==> src/rtl/mux_rr_arbiter.sv <==
// Four-requester round-robin arbiter muxing 10-bit words onto one registered,
// back-pressured channel. Define MUX_ARB_HOLD_EN to allow bursts of up to 4 words per winner.
module mux_rr_arbiter #(
  parameter int DATA_W = 10
) (
  input  logic                  clk,
  input  logic                  reset,
  input  logic [3:0]            req,
  input  logic [4*DATA_W-1:0]   data_input,
  output logic [3:0]            ack,
  output logic                  out_valid,
  output logic [DATA_W-1:0]     out_data,
  output logic [1:0]            out_src,
  input  logic                  out_ready
);

  // First asserted request in the order last+1, last+2, last+3, last.
  function automatic logic [1:0] rr_pick(input logic [3:0] r, input logic [1:0] last);
    logic [1:0] idx;
    logic [1:0] pick;
    pick = last;
    for (int k = 4; k >= 1; k--) begin
      idx = last + 2'(k);
      if (r[idx]) pick = idx;
    end
    return pick;
  endfunction

  function automatic logic [DATA_W-1:0] word_sel(input logic [4*DATA_W-1:0] d,
                                                 input logic [1:0] sel);
    return d[sel*DATA_W +: DATA_W];
  endfunction

  function automatic logic [3:0] onehot(input logic [1:0] sel);
    return 4'b0001 << sel;
  endfunction

  logic [1:0]        ptr;
  logic              load_p0;
  logic              take_p0;
  logic [1:0]        win_p0;
  logic [DATA_W-1:0] word_p0;

`ifdef MUX_ARB_HOLD_EN
  logic [1:0] burst_cnt;
  logic       granted;
  logic       hold_p0;

  // The pointer only means "current burst owner" once something was granted.
  assign hold_p0 = granted & req[ptr] & (burst_cnt != 2'd3);
  assign win_p0  = hold_p0 ? ptr : rr_pick(req, ptr);

  always_ff @(posedge clk) begin
    if (reset) begin
      burst_cnt <= 2'd0;
      granted   <= 1'b0;
    end else if (take_p0) begin
      granted <= 1'b1;
      if (granted && (win_p0 == ptr))
        burst_cnt <= (burst_cnt == 2'd3) ? 2'd3 : burst_cnt + 2'd1;
      else
        burst_cnt <= 2'd0;
    end
  end
`else
  assign win_p0 = rr_pick(req, ptr);
`endif

  // Stage 0: grant decision and word select, all combinational.
  assign load_p0 = ~out_valid | out_ready;
  assign take_p0 = load_p0 & (|req) & ~reset;
  assign word_p0 = word_sel(data_input, win_p0);
  assign ack     = take_p0 ? onehot(win_p0) : 4'b0000;

  // Stage 1: registered output channel.
  always_ff @(posedge clk) begin
    if (reset) begin
      out_valid <= 1'b0;
      out_data  <= '0;
      out_src   <= 2'd0;
      ptr       <= 2'd3;
    end else if (take_p0) begin
      out_valid <= 1'b1;
      out_data  <= word_p0;
      out_src   <= win_p0;
      ptr       <= win_p0;
    end else if (out_ready) begin
      out_valid <= 1'b0;
    end
  end

endmodule
==> config.mk <==
export PLATFORM = sky130hd
export DESIGN_NAME = mux_rr_arbiter
export DESIGN_NICKNAME = d
export VERILOG_FILES = /design/src/rtl/mux_rr_arbiter.sv
export SDC_FILE = /design/constraint.sdc
export NUM_CORES = 1
export LEC_CHECK = 0
export CAP_MARGIN = 20
export CORE_MARGIN = 10
export CORE_UTILIZATION = 39
export DETAILED_ROUTE_END_ITERATION = 12
export MAX_ROUTING_LAYER = met4
export PLACE_DENSITY = 0.95
export SLEW_MARGIN = 10
export SYNTH_ARGS = -nofsm -noshare
export SYNTH_HDL_FRONTEND = slang
export SYNTH_SLANG_ARGS = --single-unit
==> constraint.sdc <==
create_clock -name clk -period 7.5 [get_ports clk]
set_clock_uncertainty 0.05 [all_clocks]
set_input_delay 2.25 -clock clk [delete_from_list [all_inputs] [get_ports clk]]
set_output_delay 2.25 -clock clk [all_outputs]
set_load 0.02 [all_outputs]
Word level (Yosys, flattened, before mapping)
Index checks and enable logic that the tools add are counted.
Storage, ports and cells
  logic and storage cells: 32
  output and inout port bits: 17
  input bits: 47
  register bits: 15
Cells by class
  reductions and logical operators: 2
  magnitude comparators: 3
  multipliers: 1
  add/subtract/negate cells: 3
  bitwise logic cells: 5
  shift operators: 2
  mux-type cells: 12
Operators with widths (number)
  40-bit by 7-bit indexed part select with 10-bit output: 1
  2-bit by 3-bit less-than comparator with 1-bit output (second input constant): 3
  1-bit binary-select mux with 2-bit select: 3
  2-bit two-way mux: 3
  2-bit by 3-bit multiplier with 5-bit output (second input constant): 1
  1-bit two-way mux: 5
  2-bit adder (second input constant): 2
  4-bit two-way mux: 1
  4-bit OR reduction: 1
  1-bit by 2-bit << shifter with 4-bit output (first input constant): 1
  2-bit by 1-bit adder with 2-bit output (second input constant): 1
  1-bit bitwise AND: 2
  1-bit inverter: 2
  2-bit nonzero test: 1
  1-bit OR: 1

Depth between registers and ports, before layout
  depth in word-level cells: 8
  gate-level depth with buffers: 8
  depth with buffers taken out: 5

Worst setup path before layout
OpenSTA, ideal clock, no wires.
  path type: in2out
  start point: input req[2]
  end point: output ack[1]
  required time: 5200 ps
  data arrival time: 3380 ps
  path slack: 1820 ps
  path buffers: 2
  stages on the path: 5
  cells stage by stage: or3b_1 and3_1 clkbuf_2 buf_2 nor2_1
On the way
  longest elaborated chain between the ends: 7
  elaborated cells on any way between the ends: 14
  classes of those cells: 1 x shift; 10 x mux; 2 x bitwise; 1 x reduce/logical
RTL lines
  start, declared: RTL line 8  | input logic [3:0] req,
  1-bit binary-select mux with 2-bit select: RTL line 24  | if (r[idx]) pick = idx;
  1-bit two-way mux (implied by the code): RTL line 24
  2-bit two-way mux (3 in a row): RTL line 24
  1-bit by 2-bit << shifter with 4-bit output: RTL line 35  | return 4'b0001 << sel;
  4-bit two-way mux *: RTL line 73  | assign ack = take_p0 ? onehot(win_p0) : 4'b0000;
  end, declared: RTL line 10  | output logic [3:0] ack,
Every way passes the cells marked *; elsewhere a longest branch is shown, timed or not. The select of a mux whose other input is x is not followed.

Final worst setup path
  start point: input req[1]
  end point: output ack[1]
The elaborated chain is that of the path after synthesis.

==> key figures <==
Detailed routing
  – WL met3: roughly 170 um
  – Via Count: ~1.1k
  – Initial DRC count: a little over 60
  – WL final: 3730 um
  – Post-DRT Antenna Nets: 0
  – Drt drc: 0
  – DR vias/cell: 5.38
  – Wire per inst: 17.8 um
  – Top routing layer in use: met4
  – TritonRoute pass-1 iters: 4
  – Met1 Routed Length: about 1400 um
  – Met2 wire length: 2080 um

Setup path
  – Crit path required time: 5200 ps
  – Startpoint types: input port
  – Critical Path Fanout Max: 21
  – Setup Crit Path Kind: input port to output port
  – Worst Path Arrival: roughly 4500 ps
  – Crit. End Element: output port

Global route
  – Vias in the first global route: ~1.2k
  – Grt ovf: 0
  – First-pass GRT wire length: just under 6000 um
  – GRT Total Usage: roughly 15%
  – Initial antenna violation count: 0
  – Largest net degree at the start of global routing: 24

CTS
  – Post-CTS setup buffer count: 0
  – Register clock-pin slew on the reported worst setup and hold paths: ~90 ps
  – H-tree levels: 1
  – Clk sink count: 15
  – Hold_buf cts: 0
  – Latest clock arrival within the worst-skew pair: slightly below 300 ps
  – PostCTS Resize Cnt: 0
  – CTS Buffer Depth: 2
  – CTS tree: yes
  – Clock Tree Root: clkbuf_4
  – Clock buffer count from CTS: 3

Placement
  – Final RePlAce weighted congestion: 0.799
  – I/O Buffers: between 60 and 70
  – DP HPWL: ~3100 um
  – Placed cell area: between 0.0015 and 0.002 mm^2

Logic synthesis
  – Share of synthesized flip-flops with an asynchronous set or reset: 0%
  – YS warnings: 0
  – Synthesized area: a little under 0.001 mm^2
  – Multiplexer share of the synthesized area: between 20 and 25%
  – XOR/XNOR Fraction of Synth Area: 0%
  – Largest family of logic cells by synthesized area: simple AND/OR/NAND/NOR gates
  – Synth Area in Compound Gates: 13.0%
  – Yosys reg bits: 15
  – Post-synthesis sequential area ratio: between 30% and 40%
  – Simple-gate share of the synthesized area: slightly below 30%
  – EDFF count, synth: 0
  – Mean Syn Cell Area: roughly 8.4 um^2
  – Synth Area in Adders: 0%
  – Synthesized instance count: roughly 120
  – Mapped Nets: approximately 170
  – Synth cell types: 28
  – Most used flip-flop cell after synthesis: dfxtp_1

STA
  – Min cycle time layout: ~6800 ps
  – Hold Violations, Final: 0
  – Worst Tran Pin Value: roughly 660 ps
  – Unrepaired setup endpoints after global routing: no
  – Max Freq: between 100 and 150 MHz
  – Relative slew slack: 55.9%
  – Final Max Tran Viols: 0
  – Final worst path period share: about nine tenths
  – TNS Setup: 0 ps
  – # setup viols final: 0

Layout
  – Fillers: approximately 200
  – Reg area: ~300 um^2
  – Fin area: approximately 0.0017 mm^2
  – Area used by multi-input combinational logic: between 600 and 700 um^2
  – Final #Nets: 228
  – Ant diodes: 0
  – Layout cells sized above 1: 10.0%
  – Layout area overhead: 68.8%

Run status
  – Status: finished, final reports clean

Floorplan
  – Die height: 70.5 um
  – I/O pin count: between 60 and 70
  – Die width: roughly 71 um
  – Initial Util: roughly two fifths
  – Site row count: 18
  – Core area: 0.00245 mm^2
  – Die ar.: around 0.005 mm^2

Power
  – Pleak: between 0.6 and 0.7 nW
  – Max VDD drop: around 150 uV
  – Psw: between 90 and 100 uW
  – Sw Share: between 30% and 40%
  – Internal power: 182 uW
  – Pwr per Cell Area: 164 mW/mm^2
  – Clock share of power: ~17%
  – Sequential power share: 36.0%
  – Gate power share: approximately 47%

Job
  – Max Cap Violations: 0

Hold path
  – Worst Hold Class: flip-flop to flip-flop
-- worst paths after layout --
path	slack [ps]	startpoint	cells past startpoint	endpoint
setup / recovery	720	req[1]	7	ack[1]
hold / removal	440	out_data[6]	2	out_data[6]
setup reg to reg	5470	ptr[1]	6	out_data[5]
hold reg to reg	440	out_data[6]	2	out_data[6]
-- per-layer routing --
metal	global-route usage, %	up-vias
met5	-	-
met4	6.80	0
met3	3.81	13
met2	26.7	40
met1	14.6	519
li1	-	557
-- synthesized netlist by cell type (2+ instances only) --
cell	n	share of area, %
a21o_1	2	1.5
nand2b_1	4	2.5
buf_2	2	1.0
a221o_1	2	2.0
nor3_1	4	2.0
nand3_1	17	8.6
mux2_2	8	9.1
a21oi_1	2	1.0
clkbuf_1	5	1.9
dfxtp_1	15	30
mux2i_1	11	11
nor2_1	6	2.3
nand3b_1	6	4.5
nand2_1	10	3.8
o21ai_0	2	1.0
o211ai_1	8	6.0
and2_1	3	1.9
-- state kept, by name, indices dropped and copies added (netlist names) --
register	flops
out_data	10
ptr	2
out_src	2
out_valid	1
-- metrics by stage --
step	worst slack (ps)	util, %	cells	hold WS, ps	power, mW
finish	725	68.4	210	442	0.275
detailed placement	755	67.3	206	423	0.229
floorplan	1820	-	118	462	0.167
global placement	817	67.3	206	413	0.224
global route	563	68.4	210	464	0.291
CTS	723	68.4	210	448	0.278
-- logic make-up after synthesis --
| logic type | Yosys count |
|---|---|
| AOI/OAI and AO/OA | 18 |
| and+or+nand+nor | 55 |
| buffers and inverters | 9 |
| muxes | 21 |
| DFF | 15 |
-- cell usage in the layout, fill, tap and decap left out --
cell type,Yosys,final
mux2_4,1,1
mux2_1,1,1
clkbuf_4,0,3
o211ai_1,8,8
dfxtp_1,15,15
nor2b_1,1,1
nor4_2,1,1
a21o_1,2,2
nand2_1,10,10
buf_4,0,4
and3_1,1,1
nand3_1,17,17
mux2i_1,11,11
a221o_1,2,2
nor3_1,4,3
clkdlybuf4s50_1,0,63
mux2_2,8,8
nor2_1,6,6
o21bai_1,1,1
nor3_2,0,1
a21oi_1,2,2
clkbuf_1,5,1
a31oi_1,1,1
nand2b_1,4,4
or3b_1,1,1
o21ai_0,2,2
nand3b_1,6,6
or2_1,1,1
and2_1,3,3
-- worst max-delay path: stages --
cell	delay [ps]
clkdlybuf4s50_1	480
nor4_2	580
nor3_2	100
buf_4	220
nand2b_1	200
nor2_1	90
clkdlybuf4s50_1	560
-- cell type report --
cell class              count  area share, %
well taps                  30           2.24
flip-flops and latches     15           17.9
multi-input cells          94           39.0
clock buffers               4           1.56
repair buffers             67           39.3
-- power by group through the flow --
stage                     combinational, mW  sequential (mW)  clock, mW
after detailed placement              0.128            0.101          0
after global placement                0.124            0.100          0
final                                 0.128           0.0992     0.0479
after CTS                             0.129           0.0992     0.0497
after global routing                  0.137            0.101     0.0530
after floorplan                      0.0549            0.113          0
(Power assumes the default switching activity.)
